File: src/rtl/atmega_usb2uart_rx_fifo.sv
// -----------------------------------------------------------------------------
// atmega_usb2uart_rx_fifo
//
// Single-clock byte FIFO in the 48 MHz USB domain. Buffers the received-byte
// stream coming out of the CDC core so that host bursts are absorbed while the
// CPU is slow to read UDR. Provides flush, fill level and empty/full status
// for the UART register block.
//
// Optional feature: define ATMEGA_USB2UART_RX_FIFO_PEAK_EN to add peak_o, the
// highest fill level reached since the last reset or flush.
//
// Ports:
//   clk_i        clock (USB domain)
//   rst_i        synchronous active-high reset (clears pointers, not storage)
//   flush_i      discard all content (pulse or level); blocks pushes
//   in_valid_i   upstream byte valid
//   in_data_i    upstream byte
//   in_accept_o  FIFO takes the byte this cycle
//   out_valid_o  head byte available
//   out_data_o   head byte (asynchronous read, valid only with out_valid_o)
//   out_accept_i downstream pops the head this cycle
//   level_o      number of stored bytes, 0..DEPTH
//   empty_o      level_o == 0
//   full_o       level_o == DEPTH
//   peak_o       (PEAK_EN only) highest level since reset/flush
// -----------------------------------------------------------------------------
module atmega_usb2uart_rx_fifo #(
  parameter int DEPTH_LOG2 = 4,
  parameter int DATA_W     = 8
) (
  input  logic                  clk_i,
  input  logic                  rst_i,
  input  logic                  flush_i,
  input  logic                  in_valid_i,
  input  logic [DATA_W-1:0]     in_data_i,
  output logic                  in_accept_o,
  output logic                  out_valid_o,
  output logic [DATA_W-1:0]     out_data_o,
  input  logic                  out_accept_i,
  output logic [DEPTH_LOG2:0]   level_o,
  output logic                  empty_o,
  output logic                  full_o
`ifdef ATMEGA_USB2UART_RX_FIFO_PEAK_EN
  ,
  output logic [DEPTH_LOG2:0]   peak_o
`endif
);

  localparam int DEPTH = 1 << DEPTH_LOG2;

  // Pointers carry one extra MSB so that full and empty are distinguishable.
  logic [DEPTH_LOG2:0] wp_q, wp_d;
  logic [DEPTH_LOG2:0] rp_q, rp_d;
  logic [DATA_W-1:0]   mem_q [DEPTH];

  logic push;
  logic pop;
  logic clear;

  // Status is derived from registered pointers only, so none of it depends on
  // the current-cycle handshakes (no out_accept_i -> in_accept_o path).
  assign level_o     = wp_q - rp_q;
  assign empty_o     = (wp_q == rp_q);
  assign full_o      = (wp_q[DEPTH_LOG2-1:0] == rp_q[DEPTH_LOG2-1:0]) &&
                       (wp_q[DEPTH_LOG2] != rp_q[DEPTH_LOG2]);
  assign in_accept_o = ~full_o & ~flush_i;
  assign out_valid_o = ~empty_o;
  assign out_data_o  = mem_q[rp_q[DEPTH_LOG2-1:0]];

  assign clear = rst_i | flush_i;
  assign push  = in_valid_i & in_accept_o;
  assign pop   = out_valid_o & out_accept_i;

  always_comb begin
    wp_d = wp_q;
    rp_d = rp_q;
    if (clear) begin
      // Flush/reset wins over any pop presented in the same cycle.
      wp_d = '0;
      rp_d = '0;
    end else begin
      wp_d = wp_q + {{DEPTH_LOG2{1'b0}}, push};
      rp_d = rp_q + {{DEPTH_LOG2{1'b0}}, pop};
    end
  end

  always_ff @(posedge clk_i) begin
    if (rst_i) begin
      wp_q <= '0;
      rp_q <= '0;
    end else begin
      wp_q <= wp_d;
      rp_q <= rp_d;
    end
  end

  // Storage is never reset; only the pointers define what is valid.
  always_ff @(posedge clk_i) begin
    if (push) begin
      mem_q[wp_q[DEPTH_LOG2-1:0]] <= in_data_i;
    end
  end

`ifdef ATMEGA_USB2UART_RX_FIFO_PEAK_EN
  logic [DEPTH_LOG2:0] peak_q, peak_d;

  // Tracks the level one cycle behind: the level after an edge is folded
  // into the peak at the following edge.
  always_comb begin
    peak_d = peak_q;
    if (level_o > peak_q) begin
      peak_d = level_o;
    end
    if (clear) begin
      peak_d = '0;
    end
  end

  always_ff @(posedge clk_i) begin
    if (rst_i) begin
      peak_q <= '0;
    end else begin
      peak_q <= peak_d;
    end
  end

  assign peak_o = peak_q;
`endif

endmodule

File: config.mk
export PLATFORM = sky130hd
export DESIGN_NAME = atmega_usb2uart_rx_fifo
export DESIGN_NICKNAME = d
export VERILOG_FILES = /design/src/rtl/atmega_usb2uart_rx_fifo.sv
export SDC_FILE = /design/constraint.sdc
export NUM_CORES = 1
export LEC_CHECK = 0
export ABC_AREA = 1
export CAP_MARGIN = 25
export CORE_MARGIN = 3
export CORE_UTILIZATION = 45
export CTS_BUF_LIST = sky130_fd_sc_hd__clkbuf_4 sky130_fd_sc_hd__clkbuf_8
export CTS_CLUSTER_SIZE = 16
export DETAILED_ROUTE_END_ITERATION = 6
export HOLD_SLACK_MARGIN = 0.03
export SYNTH_ARGS = -nofsm -noshare
export SYNTH_HDL_FRONTEND = slang
export SYNTH_SLANG_ARGS = --single-unit
File: constraint.sdc
create_clock -name clk_i -period 5.9 [get_ports clk_i]
set_clock_uncertainty 0.1 [all_clocks]
set_input_delay 0.59 -clock clk_i [delete_from_list [all_inputs] [get_ports clk_i]]
set_output_delay 0.59 -clock clk_i [all_outputs]
set_load 0.02 [all_outputs]
==> results of run 1 <==
[registers in the layout, summed over array words and instances, names as in the netlist]
signal and cells:
rp_q 5, wp_q 5, mem_q 128
[worst paths after layout]
kind	start	to	slack [ns]	cells past startpoint
worst min-delay path	rp_q[4]$_SDFF_PP0_	rp_q[4]$_SDFF_PP0_	0.41	2
worst min register to register	rp_q[4]$_SDFF_PP0_	rp_q[4]$_SDFF_PP0_	0.41	2
worst max register to register	rp_q[1]$_SDFF_PP0_	wp_q[2]$_SDFF_PP0_	2.71	12
worst max-delay path	rp_q[1]$_SDFF_PP0_	level_o[3]	2.19	7
[worst register-to-register path, cell delays in order (launching register included)]
cell and delay [ns]:
sky130_fd_sc_hd__dfxtp_1 0.31, sky130_fd_sc_hd__buf_4 0.39, sky130_fd_sc_hd__inv_2 0.41, sky130_fd_sc_hd__ha_1 0.44, sky130_fd_sc_hd__nand4_1 0.14, sky130_fd_sc_hd__nor2_2 0.21
sky130_fd_sc_hd__nor2_4 0.06, sky130_fd_sc_hd__nand2_4 0.21, sky130_fd_sc_hd__inv_2 0.05, sky130_fd_sc_hd__ha_1 0.20, sky130_fd_sc_hd__ha_1 0.21, sky130_fd_sc_hd__or2_2 0.30
sky130_fd_sc_hd__a21oi_1 0.11
[report_power, final]
group | switching, uW | internal (uW)
Combinational | 49.3 | 24.2
Clock | 358 | 465
Sequential | 1.19 | 1070
[metrics by stage]
| step | instance area [um^2] | total power, uW | utilization | hold WS (ns) | setup slack [ns] |
|---|---|---|---|---|---|
| after floorplan | 6370 | 1126 | - | 0.3847 | 3.092 |
| after global placement | 6758 | 1167 | 0.4984 | 0.4045 | 2.602 |
| after detailed placement | 6778 | 1168 | 0.4999 | 0.4037 | 2.642 |
| after CTS | 7203 | 1984 | 0.5313 | 0.4145 | 2.132 |
| after global routing | 7203 | 2033 | 0.5313 | 0.4345 | 1.934 |
| final | 7203 | 1969 | 0.5313 | 0.4132 | 2.186 |
[placed cells by master (no fill, tap or decap)]
| cell | Yosys | layout |
|---|---|---|
| sky130_fd_sc_hd__buf_12 | 1 | 1 |
| sky130_fd_sc_hd__buf_4 | 1 | 2 |
| sky130_fd_sc_hd__o21bai_1 | 2 | 2 |
| sky130_fd_sc_hd__bufinv_16 | 0 | 4 |
| sky130_fd_sc_hd__nand4_1 | 1 | 1 |
| sky130_fd_sc_hd__nor2_1 | 20 | 20 |
| sky130_fd_sc_hd__nand3_1 | 82 | 82 |
| sky130_fd_sc_hd__or2_2 | 5 | 5 |
| sky130_fd_sc_hd__clkbuf_8 | 0 | 18 |
| sky130_fd_sc_hd__clkinv_1 | 1 | 1 |
| sky130_fd_sc_hd__fa_1 | 1 | 1 |
| sky130_fd_sc_hd__clkdlybuf4s50_1 | 0 | 29 |
| sky130_fd_sc_hd__xor2_1 | 2 | 2 |
| sky130_fd_sc_hd__inv_1 | 137 | 137 |
| sky130_fd_sc_hd__o21ai_0 | 2 | 2 |
| sky130_fd_sc_hd__clkinv_2 | 0 | 7 |
| sky130_fd_sc_hd__nor2_2 | 10 | 10 |
| sky130_fd_sc_hd__nand2_4 | 1 | 1 |
| sky130_fd_sc_hd__clkinvlp_4 | 0 | 3 |
| sky130_fd_sc_hd__xnor2_1 | 1 | 1 |
| sky130_fd_sc_hd__nand2_1 | 219 | 219 |
| sky130_fd_sc_hd__ha_1 | 8 | 8 |
| sky130_fd_sc_hd__nor2_4 | 1 | 1 |
| sky130_fd_sc_hd__dfxtp_2 | 0 | 1 |
| sky130_fd_sc_hd__a21oi_1 | 8 | 8 |
| sky130_fd_sc_hd__dfxtp_1 | 10 | 9 |
| sky130_fd_sc_hd__xnor2_2 | 1 | 1 |
| sky130_fd_sc_hd__inv_2 | 3 | 3 |
| sky130_fd_sc_hd__edfxtp_1 | 128 | 128 |
[cell type report]
| cell class | instances | area share |
|---|---|---|
| Inverter | 141 | 0.07348 |
| Clock buffer | 18 | 0.03439 |
| Sequential cell | 138 | 0.5616 |
| Tap cell | 176 | 0.03057 |
| Timing Repair Buffer | 32 | 0.04516 |
| Multi-Input combinational cell | 364 | 0.2302 |
| Clock inverter | 14 | 0.02467 |
[logic make-up after synthesis]
kind of cell,count (synthesis),synth area share
AND/OR/NAND/NOR,339,0.2245
flip-flops,138,0.6348
buffers and inverters,166,0.1049
XOR/XNOR,4,0.006680
adder cells (fa/ha/maj),9,0.01886
AO/OA/AOI/OAI,12,0.01021
[layer usage]
metal	up-vias	GRT usage	wire length, um
li1	2141	-	-
met3	19	0.04051	740
met4	0	0.06888	272
met1	2018	0.2668	6652
met2	118	0.2952	6618
met5	-	0	0
==> impl_results.md, run 1 <==
* Net count after synthesis at 690
* Post-CTS Repair Setup Buffers at 0
* Mean number of vias per cell at 4.865
* Required time of the critical path at 5.21 ns
* Most instantiated library cell after synthesis: sky130_fd_sc_hd__nand2_1
* Antenna viol nets, final at 0
* Non-filler instance count after layout at 883
* Min Clock Period, post-route at 3.714 ns
* Count of cell types in the netlist at 25
* Fraction of registers with async set/reset at 0
* Most numerous cell types in the synthesized netlist: sky130_fd_sc_hd__nand2_1 (219), sky130_fd_sc_hd__inv_1 (137), sky130_fd_sc_hd__edfxtp_1 (128), sky130_fd_sc_hd__nand3_1 (82)
* Max-capacitance violation count at 0
* Top area cells in the synthesized netlist: sky130_fd_sc_hd__edfxtp_1 (60%), sky130_fd_sc_hd__nand2_1 (13%), sky130_fd_sc_hd__inv_1 (8.1%)
* Buffering stage count on the worst path with inverters included at 3
* Slew margin rel. at 0.4280
* H-tree Lvls at 4
* Vias at 4,296
* Register bit count reported by yosys at 138
* Cells along the critical path: buf_4, inv_2, ha_1, nand2_1, o21ai_0, xor2_1, clkdlybuf4s50_1
* Post-detailed-placement half-perimeter wirelength at 8846 um
* Initial core utilization at 0.4698
* Synthesis-to-finish area growth at 13.08%
* Die outline area at 0.01562 mm^2
* Yosys warnings at 0
* Largest voltage drop on the vdd net at 0.0001299 V
* Syn Area/Cell at 9.536 um^2
* Leading area contributor after synthesis: sky130_fd_sc_hd__edfxtp_1
* Static Leak at 0.003114 uW
* Element type at the critical path start: register
* Initial antenna violation count at 0
* CTS tree: built
* Transition at the pin with the smallest max-transition slack at 0.8553 ns
* Global-route usage over all layers at 0.1903
* Fraction of the cycle the final worst path needs at 0.6294
* Unrepaired setup endpoints after global routing: false
* Portion of the post-synthesis area used by sequential elements at 0.6348
* Highest fanout seen on the critical path at 36
* Clock slew seen by the registers of the worst setup and hold paths at 0.07 ns
* Clock buffer depth at 2
* Master of the slowest instance on the critical path: sky130_fd_sc_hd__clkdlybuf4s50_1
* Netlist area before placement at 0.006370 mm^2
* Top_reg_cell synth: sky130_fd_sc_hd__edfxtp_1
* Placer's final routability congestion estimate at 0.7799
* Kind of cell with the highest combined delay on the critical path: buffers and inverters
* Area taken by flip-flops and latches at 0.004045 mm^2
* Global-route wire length before repair at 22,730 um
* Quantity of gates resized following cts at 0
* # port buffers at 29
* Area share of the largest cell type after synthesis at 0.6034
* Min-delay worst type: reg2reg
* Number of violations reported at the end of detailed-routing iteration 0 at 369
* Number of standard-cell rows in the floorplan at 42
* Count of mapped cells out of synthesis at 668
* Root buf cell: sky130_fd_sc_hd__clkbuf_8
* Largest net degree at the start of global routing at 67
* Highest cell delay on the worst timing path at 0.63 ns
* PwrDens at 273.4 mW/mm^2
* Share of layout cells above drive strength 1 at 0.08062
* Final nets at 716
* Number of placed cells counting well taps at 851
* Worst skew pair latency at 0.45 ns
* Number of fillers in the final layout at 1,229
* Diode count at 0
* Congestion Overflow GR at 0
* Final-layout setup total negative slack at 0 ns
* Core outline area at 0.01356 mm^2
* Wire length after detailed routing at 14,280 um
* Hold buffer count at CTS at 0
* Final setup violating endpoints at 0
* Fmax at 269.3 MHz
* # DRC at 0
* Pins over their slew limit at 0
* TritonRoute pass-1 iters at 5
* Avg WL per Cell at 16.18 um
* Multi-input logic area at 0.001658 mm^2
* Number of buffers created by CTS at 17
* Clock net sink count at 138
* Kind of end point of the critical path: output pin
* Arrival time worst endpoint at 3.02 ns
* Result of the run: finished clean
* Width of the die at 125.0 um
* EDFF count, synth at 128
* Number of hold-slack violations in the final timing report at 0
* Vias in the first global route at 4,177
* DIE HEIGHT at 125.0 um
* Kind of critical path: reg2out
* Number of top-level pins at 30
No activity file was read; power rests on OpenSTA's default activity.
==> inputs of run 2 (changes only) <==
Clock period 5.9 ns to 3.45 ns, I/O delays scaled along.
==> impl_results.md, run 2 (same netlist as run 1, synthesis figures left out) <==
* Share of layout cells above drive strength 1 at 0.08333 (+0.002711)
* Worst skew pair latency at 0.44 ns (about the same)
* Fmax at 312.9 MHz
* Initial core utilization at 0.4698 (unchanged)
* # DRC at 0 (unchanged)
* Largest net degree at the start of global routing at 49 (-27%)
* CTS tree: built
* Hold buffer count at CTS at 0 (unchanged)
* Post-CTS Repair Setup Buffers at 0 (unchanged)
* Initial antenna violation count at 0 (unchanged)
* Largest voltage drop on the vdd net at 0.0002157 V (+66%)
* Clock net sink count at 138 (unchanged)
* Core outline area at 0.01356 mm^2 (unchanged)
* Static Leak at 0.003140 uW (+0.83%)
* Hold Crit Start: wp_q[4]$_SDFF_PP0_
* Synthesis-to-finish area growth at 14.04%
* Hold Path Cell Cnt at 2 (unchanged)
* Clock buffer depth at 2 (unchanged)
* Placer's final routability congestion estimate at 0.8693 (+11%)
* Min-delay worst type: reg2reg
* Slew margin rel. at 0.4308 (+0.002860)
* Number of fillers in the final layout at 1,217 (-0.98%)
* Transition at the pin with the smallest max-transition slack at 0.8511 ns (-0.004277 ns)
* Global-route wire length before repair at 22,530 um (-0.88%)
* Number of hold-slack violations in the final timing report at 0 (unchanged)
* Wire length after detailed routing at 13,960 um (-2.3%)
* Reg2reg start: rp_q[2]$_SDFF_PP0_
* Final-layout setup total negative slack at 0 ns (unchanged)
* Number of buffers created by CTS at 17 (unchanged)
* Vias in the first global route at 4,184 (+0.17%)
* Most common cell after layout, fill and taps aside: sky130_fd_sc_hd__nand2_1
* Wire length on met1 at 6538 um (-1.7%)
* End point of the most critical hold path: wp_q[4]$_SDFF_PP0_
* Fraction of the cycle the final worst path needs at 0.9264
* Result of the run: finished clean
* TritonRoute pass-1 iters at 5 (unchanged)
* Kind of critical path: reg2out
* Max Used Layer: met4
* Post-layout utilization of the core at 0.5358 (+0.004522)
* Final nets at 717 (+0.14%)
* Number of top-level pins at 30 (unchanged)
* Max FFs per register at 128 (unchanged)
* Root buf cell: sky130_fd_sc_hd__clkbuf_8
* Min Clock Period, post-route at 3.196 ns
* Antenna viol nets, final at 0 (unchanged)
* Leading cell types in the layout, fill and taps excluded: sky130_fd_sc_hd__nand2_1 (219), sky130_fd_sc_hd__inv_1 (137), sky130_fd_sc_hd__edfxtp_1 (128)
* Register-to-Register Setup Slack at 0.60 ns (-2.11 ns)
* Global-route usage over all layers at 0.1878 (-0.002579)
* PwrDens at 484.9 mW/mm^2 (+77%)
* Number of standard-cell rows in the floorplan at 42 (unchanged)
* Kind of end point of the critical path: output pin
* Required time of the critical path at 3.00 ns (-2.21 ns)
* Avg WL per Cell at 15.79 um (-2.4%)
* Max-capacitance violation count at 0 (unchanged)
* Pins over their slew limit at 0 (unchanged)
* Non-filler instance count after layout at 884 (+0.11%)
* Diode count at 0 (unchanged)
* H-tree Lvls at 4 (unchanged)
* Final setup violating endpoints at 0 (unchanged)
* Clock slew seen by the registers of the worst setup and hold paths at 0.08 ns (about the same)
* # port buffers at 29 (unchanged)
* Highest fanout seen on the critical path at 40 (+11%)
* Die outline area at 0.01562 mm^2 (unchanged)
* Routed length on met2 at 6329 um (-4.4%)
* Number of violations reported at the end of detailed-routing iteration 0 at 397 (+7.6%)
* Met3 routed wirelength at 864 um (+17%)
* Width of the die at 125.0 um (unchanged)
* Congestion Overflow GR at 0 (unchanged)
* Vias at 4,241 (-1.3%)
* Post-detailed-placement half-perimeter wirelength at 8770 um (-0.86%)
* Mean number of vias per cell at 4.798 (-1.4%)
* Element type at the critical path start: register
* Number of placed cells counting well taps at 852 (+0.12%)
* Unrepaired setup endpoints after global routing: false
* Endpoint of the worst-slack reg-to-reg timing path: wp_q[2]$_SDFF_PP0_
* DIE HEIGHT at 125.0 um (unchanged)
* Number of cell instances on the worst register-to-register path at 11 (-1)
* Arrival time worst endpoint at 2.75 ns (-0.27 ns)
run 2: cell types whose count changed in the layout (fill, tap and decap cells not counted):
cell / change
sky130_fd_sc_hd__clkinv_2: -3
sky130_fd_sc_hd__dfxtp_2: +1
sky130_fd_sc_hd__bufinv_16: +2
sky130_fd_sc_hd__dfxtp_1: -1
sky130_fd_sc_hd__buf_4: +1
sky130_fd_sc_hd__clkbuf_4: +1
run 2: through the flow:
stage | cell area (um^2) | power (uW) | hold slack, ns | setup slack (ns)
global route | 7264 | 3632 | 0.4687 | 0.01929
CTS | 7263 | 3552 | 0.4336 | 0.08429
global placement | 6785 | 1996 | 0.3950 | 0.5134
detailed placement | 6785 | 1998 | 0.4226 | 0.4184
finish | 7264 | 3523 | 0.4229 | 0.2538
floorplan | 6370 | 1926 | 0.3439 | 0.6421
run 2: power breakdown:
group	internal (uW)	leakage (uW)	switching [uW]	total, uW
Combinational	41.6	0.00167	82.8	124
Clock	954	0.000235	609	1560
Sequential	1830	0.00123	3.16	1840
run 2: per-layer routing:
metal / up-vias / GRT usage
li1: 2140 / -
met1: 1946 / 0.2637
met2: 136 / 0.2850
met3: 19 / 0.05075
met4: 0 / 0.06314
met5: - / 0
run 2: what timing repair did:
action,4_1_cts,5_1_grt
gates resized for setup,0,1
endpoints found under the hold margin,0,0
endpoints found under the setup margin,0,4
run 2: cell type report:
class / count / area [um^2] / area share
multi-input combinational: 364 / 1658 / 0.2282
inverter: 141 / 529.3 / 0.07286
timing repair buffer: 33 / 332.8 / 0.04581
clock inverter: 13 / 222.7 / 0.03066
clock buffer: 19 / 255.2 / 0.03514
tap: 176 / 220.2 / 0.03031
sequential: 138 / 4046 / 0.5570
run 2: worst max path at each step:
stage                    endpoint               start  slack (ns)  cells after the start
3_3_place_gp   wp_q[2]$_SDFF_PP0_  rp_q[2]$_SDFF_PP0_        0.51                     11
6_report            out_data_o[5]  rp_q[0]$_SDFF_PP0_        0.25                     10
5_1_grt             out_data_o[5]  rp_q[0]$_SDFF_PP0_        0.02                     10
2_1_floorplan  wp_q[2]$_SDFF_PP0_  rp_q[2]$_SDFF_PP0_        0.64                     14
4_1_cts                level_o[3]  rp_q[2]$_SDFF_PP0_        0.08                      6
3_5_place_dp   wp_q[2]$_SDFF_PP0_  rp_q[2]$_SDFF_PP0_        0.42                     11
run 2: worst max-delay path: stages (launching register included):
cell and delay [ns]:
sky130_fd_sc_hd__dfxtp_2 0.56, sky130_fd_sc_hd__inv_2 0.29, sky130_fd_sc_hd__buf_12 0.26, sky130_fd_sc_hd__nand2_1 0.08, sky130_fd_sc_hd__nand3_1 0.08, sky130_fd_sc_hd__nand2_1 0.10, sky130_fd_sc_hd__nand2_1 0.05, sky130_fd_sc_hd__nand2_1 0.10
sky130_fd_sc_hd__inv_1 0.06, sky130_fd_sc_hd__nand2_1 0.09, sky130_fd_sc_hd__clkdlybuf4s50_1 0.61
==> inputs of run 3 (changes only) <==
Settings changed: RECOVER_POWER from default to 25, REMOVE_ABC_BUFFERS from default to 1.
Clock period 3.45 ns to 4.1 ns, I/O delays scaled along.
==> impl_results.md, run 3 (same netlist as run 1, synthesis figures left out) <==
* Result of the run: finished clean
* DIE HEIGHT at 125.0 um (unchanged)
* Element type at the critical path start: register
* Placer's final routability congestion estimate at 0.7841 (-9.8%)
* Number of violations reported at the end of detailed-routing iteration 0 at 418 (+5.3%)
* Number of buffers created by CTS at 17 (unchanged)
* Most common cell after layout, fill and taps aside: sky130_fd_sc_hd__nand2_1
* Initial core utilization at 0.4698 (unchanged)
* Fraction of the cycle the final worst path needs at 0.7874
* Max-capacitance violation count at 0 (unchanged)
* # port buffers at 29 (unchanged)
* Width of the die at 125.0 um (unchanged)
* Min Clock Period, post-route at 3.228 ns
* # DRC at 0 (unchanged)
* Core outline area at 0.01356 mm^2 (unchanged)
* Master of the slowest instance on the critical path: sky130_fd_sc_hd__clkdlybuf4s50_1
* Post-CTS Repair Setup Buffers at 0 (unchanged)
* Number of standard-cell rows in the floorplan at 42 (unchanged)
* CTS tree: built
* Synthesis-to-finish area growth at 12.14%
* Number of fillers in the final layout at 1,282 (+5.3%)
* Worst skew pair latency at 0.44 ns (about the same)
* Register-to-Register Setup Slack at 1.15 ns (+0.55 ns)
* Leading cell types in the layout, fill and taps excluded: sky130_fd_sc_hd__nand2_1 (219), sky130_fd_sc_hd__inv_1 (137), sky130_fd_sc_hd__edfxtp_1 (128)
* Pre-CTS WS at 1.149 ns (+0.7303 ns)
* TritonRoute pass-1 iters at 4 (-1)
* Quantity of gates resized following cts at 0 (unchanged)
* Kind of critical path: reg2out
* Fmax at 309.7 MHz
* Cells along the critical path: buf_4, inv_1, ha_1, nand2_1, o21ai_0, xor2_1, clkdlybuf4s50_1
* Max FFs per register at 128 (unchanged)
* Mean number of vias per cell at 4.798 (about the same)
* Transition at the pin with the smallest max-transition slack at 0.9963 ns (+0.1452 ns)
* Highest cell delay on the worst timing path at 0.63 ns (+0.02 ns)
* Avg WL per Cell at 15.59 um (-1.2%)
* Share of layout cells above drive strength 1 at 0.07616 (-0.007170)
* Congestion Overflow GR at 0 (unchanged)
* Wire length after detailed routing at 13,800 um (-1.1%)
* Diode count at 0 (unchanged)
* Kind of end point of the critical path: output pin
* Vias at 4,246 (+0.12%)
* Largest voltage drop on the vdd net at 0.0001665 V (-23%)
* Die outline area at 0.01562 mm^2 (unchanged)
* Clock slew seen by the registers of the worst setup and hold paths at 0.07 ns (about the same)
* H-tree Lvls at 4 (unchanged)
* Global-route wire length before repair at 22,710 um (+0.79%)
* Vias in the first global route at 4,317 (+3.2%)
* Largest net degree at the start of global routing at 55 (+12%)
* Required time of the critical path at 3.59 ns (+0.59 ns)
* Max Used Layer: met4
* Highest fanout seen on the critical path at 12 (-70%)
* Clock buffer depth at 2 (unchanged)
* Root buf cell: sky130_fd_sc_hd__clkbuf_8
* Min-delay worst type: reg2reg
* Static Leak at 0.003093 uW (-1.5%)
* Post-detailed-placement half-perimeter wirelength at 8690 um (-0.91%)
* Final nets at 718 (+0.14%)
* Hold Path Cell Cnt at 2 (unchanged)
* Routed length on met2 at 6666 um (+5.3%)
* Number of cell instances on the worst register-to-register path at 8 (-3)
* Clock net sink count at 138 (unchanged)
* Hold buffer count at CTS at 0 (unchanged)
* Number of logic stages on the critical path including buffering at 7 (-3)
* Wire length on met1 at 6348 um (-2.9%)
* Number of top-level pins at 30 (unchanged)
* Final-layout setup total negative slack at 0 ns (unchanged)
* Buffering stage count on the worst path with inverters included at 3 (-1)
* Number of hold-slack violations in the final timing report at 0 (unchanged)
* Initial antenna violation count at 0 (unchanged)
* Unrepaired setup endpoints after global routing: false
* Pins over their slew limit at 0 (unchanged)
* Kind of cell with the highest combined delay on the critical path: buffers and inverters
* Final setup violating endpoints at 0 (unchanged)
* Antenna viol nets, final at 0 (unchanged)
* Met3 routed wirelength at 568 um (-34%)
* Global-route usage over all layers at 0.1868 (-0.0009704)
* Final setup slack of the worst path at 0.8715 ns (+0.6177 ns)
* Slew margin rel. at 0.3333 (-0.09750)
* Arrival time worst endpoint at 2.72 ns (-0.03 ns)
* PwrDens at 374.6 mW/mm^2 (-23%)
run 3: changes by cell type in the layout (fill, tap and decap cells not counted), moves of 2 or more:
cell	change
sky130_fd_sc_hd__buf_4	+2
sky130_fd_sc_hd__bufinv_16	-4
sky130_fd_sc_hd__clkbuf_4	+2
sky130_fd_sc_hd__clkdlybuf4s50_1	-5
sky130_fd_sc_hd__clkinv_1	+5
sky130_fd_sc_hd__clkinvlp_4	-2
sky130_fd_sc_hd__dlygate4sd3_1	+5
run 3: final timing paths:
path	from	endpoint
worst min register to register	rp_q[4]$_SDFF_PP0_	rp_q[4]$_SDFF_PP0_
worst min-delay path	rp_q[4]$_SDFF_PP0_	rp_q[4]$_SDFF_PP0_
worst max-delay path	rp_q[2]$_SDFF_PP0_	level_o[3]
worst max register to register	rp_q[2]$_SDFF_PP0_	mem_q[2][2]$_DFFE_PP_
run 3: report_power, final:
part / switching, uW / leakage, uW / internal (uW) / total (uW)
Clock: 493 / 0.000188 / 544 / 1040
Combinational: 61.1 / 0.00167 / 33.6 / 94.7
Sequential: 2.28 / 0.00123 / 1540 / 1540
Total: 556 / 0.00309 / 2120 / 2680
run 3: through the flow:
stage               area (um^2)  utilization  hold WS [ns]  total power [uW]  std cells
finish                     7143       0.5269        0.4140              2675        885
global route               7143       0.5269        0.4595              2766        885
CTS                        7143       0.5269        0.4170              2696        885
detailed placement         6780       0.5001        0.4076              1673        853
global placement           6780       0.5001        0.4002              1670        853
floorplan                  6231            -        0.3847              1616        643
run 3: layout make-up:
| cell class | instances | area (um^2) | area share |
|---|---|---|---|
| clock buffer | 20 | 256.5 | 0.03591 |
| clock inverter | 12 | 106.4 | 0.01489 |
| inverter | 141 | 529.3 | 0.07409 |
| multi-input combinational | 364 | 1658 | 0.2321 |
| sequential | 138 | 4045 | 0.5663 |
| tap | 176 | 220.2 | 0.03083 |
| timing repair buffer | 34 | 327.8 | 0.04589 |
run 3: layer usage:
metal	up-vias	GRT usage
met4	0	0.07653
met1	1999	0.2568
met5	-	0
li1	2143	-
met3	18	0.04264
met2	86	0.2888
run 3: worst reg2reg max path: stages (launching register included):
cell and delay [ns]:
sky130_fd_sc_hd__dfxtp_1 0.30, sky130_fd_sc_hd__buf_4 0.18, sky130_fd_sc_hd__inv_1 0.34, sky130_fd_sc_hd__ha_1 0.38, sky130_fd_sc_hd__nand4_1 0.14, sky130_fd_sc_hd__nor2_2 0.08, sky130_fd_sc_hd__nor2_4 0.12, sky130_fd_sc_hd__nand2_4 0.16
sky130_fd_sc_hd__nor2_1 0.80
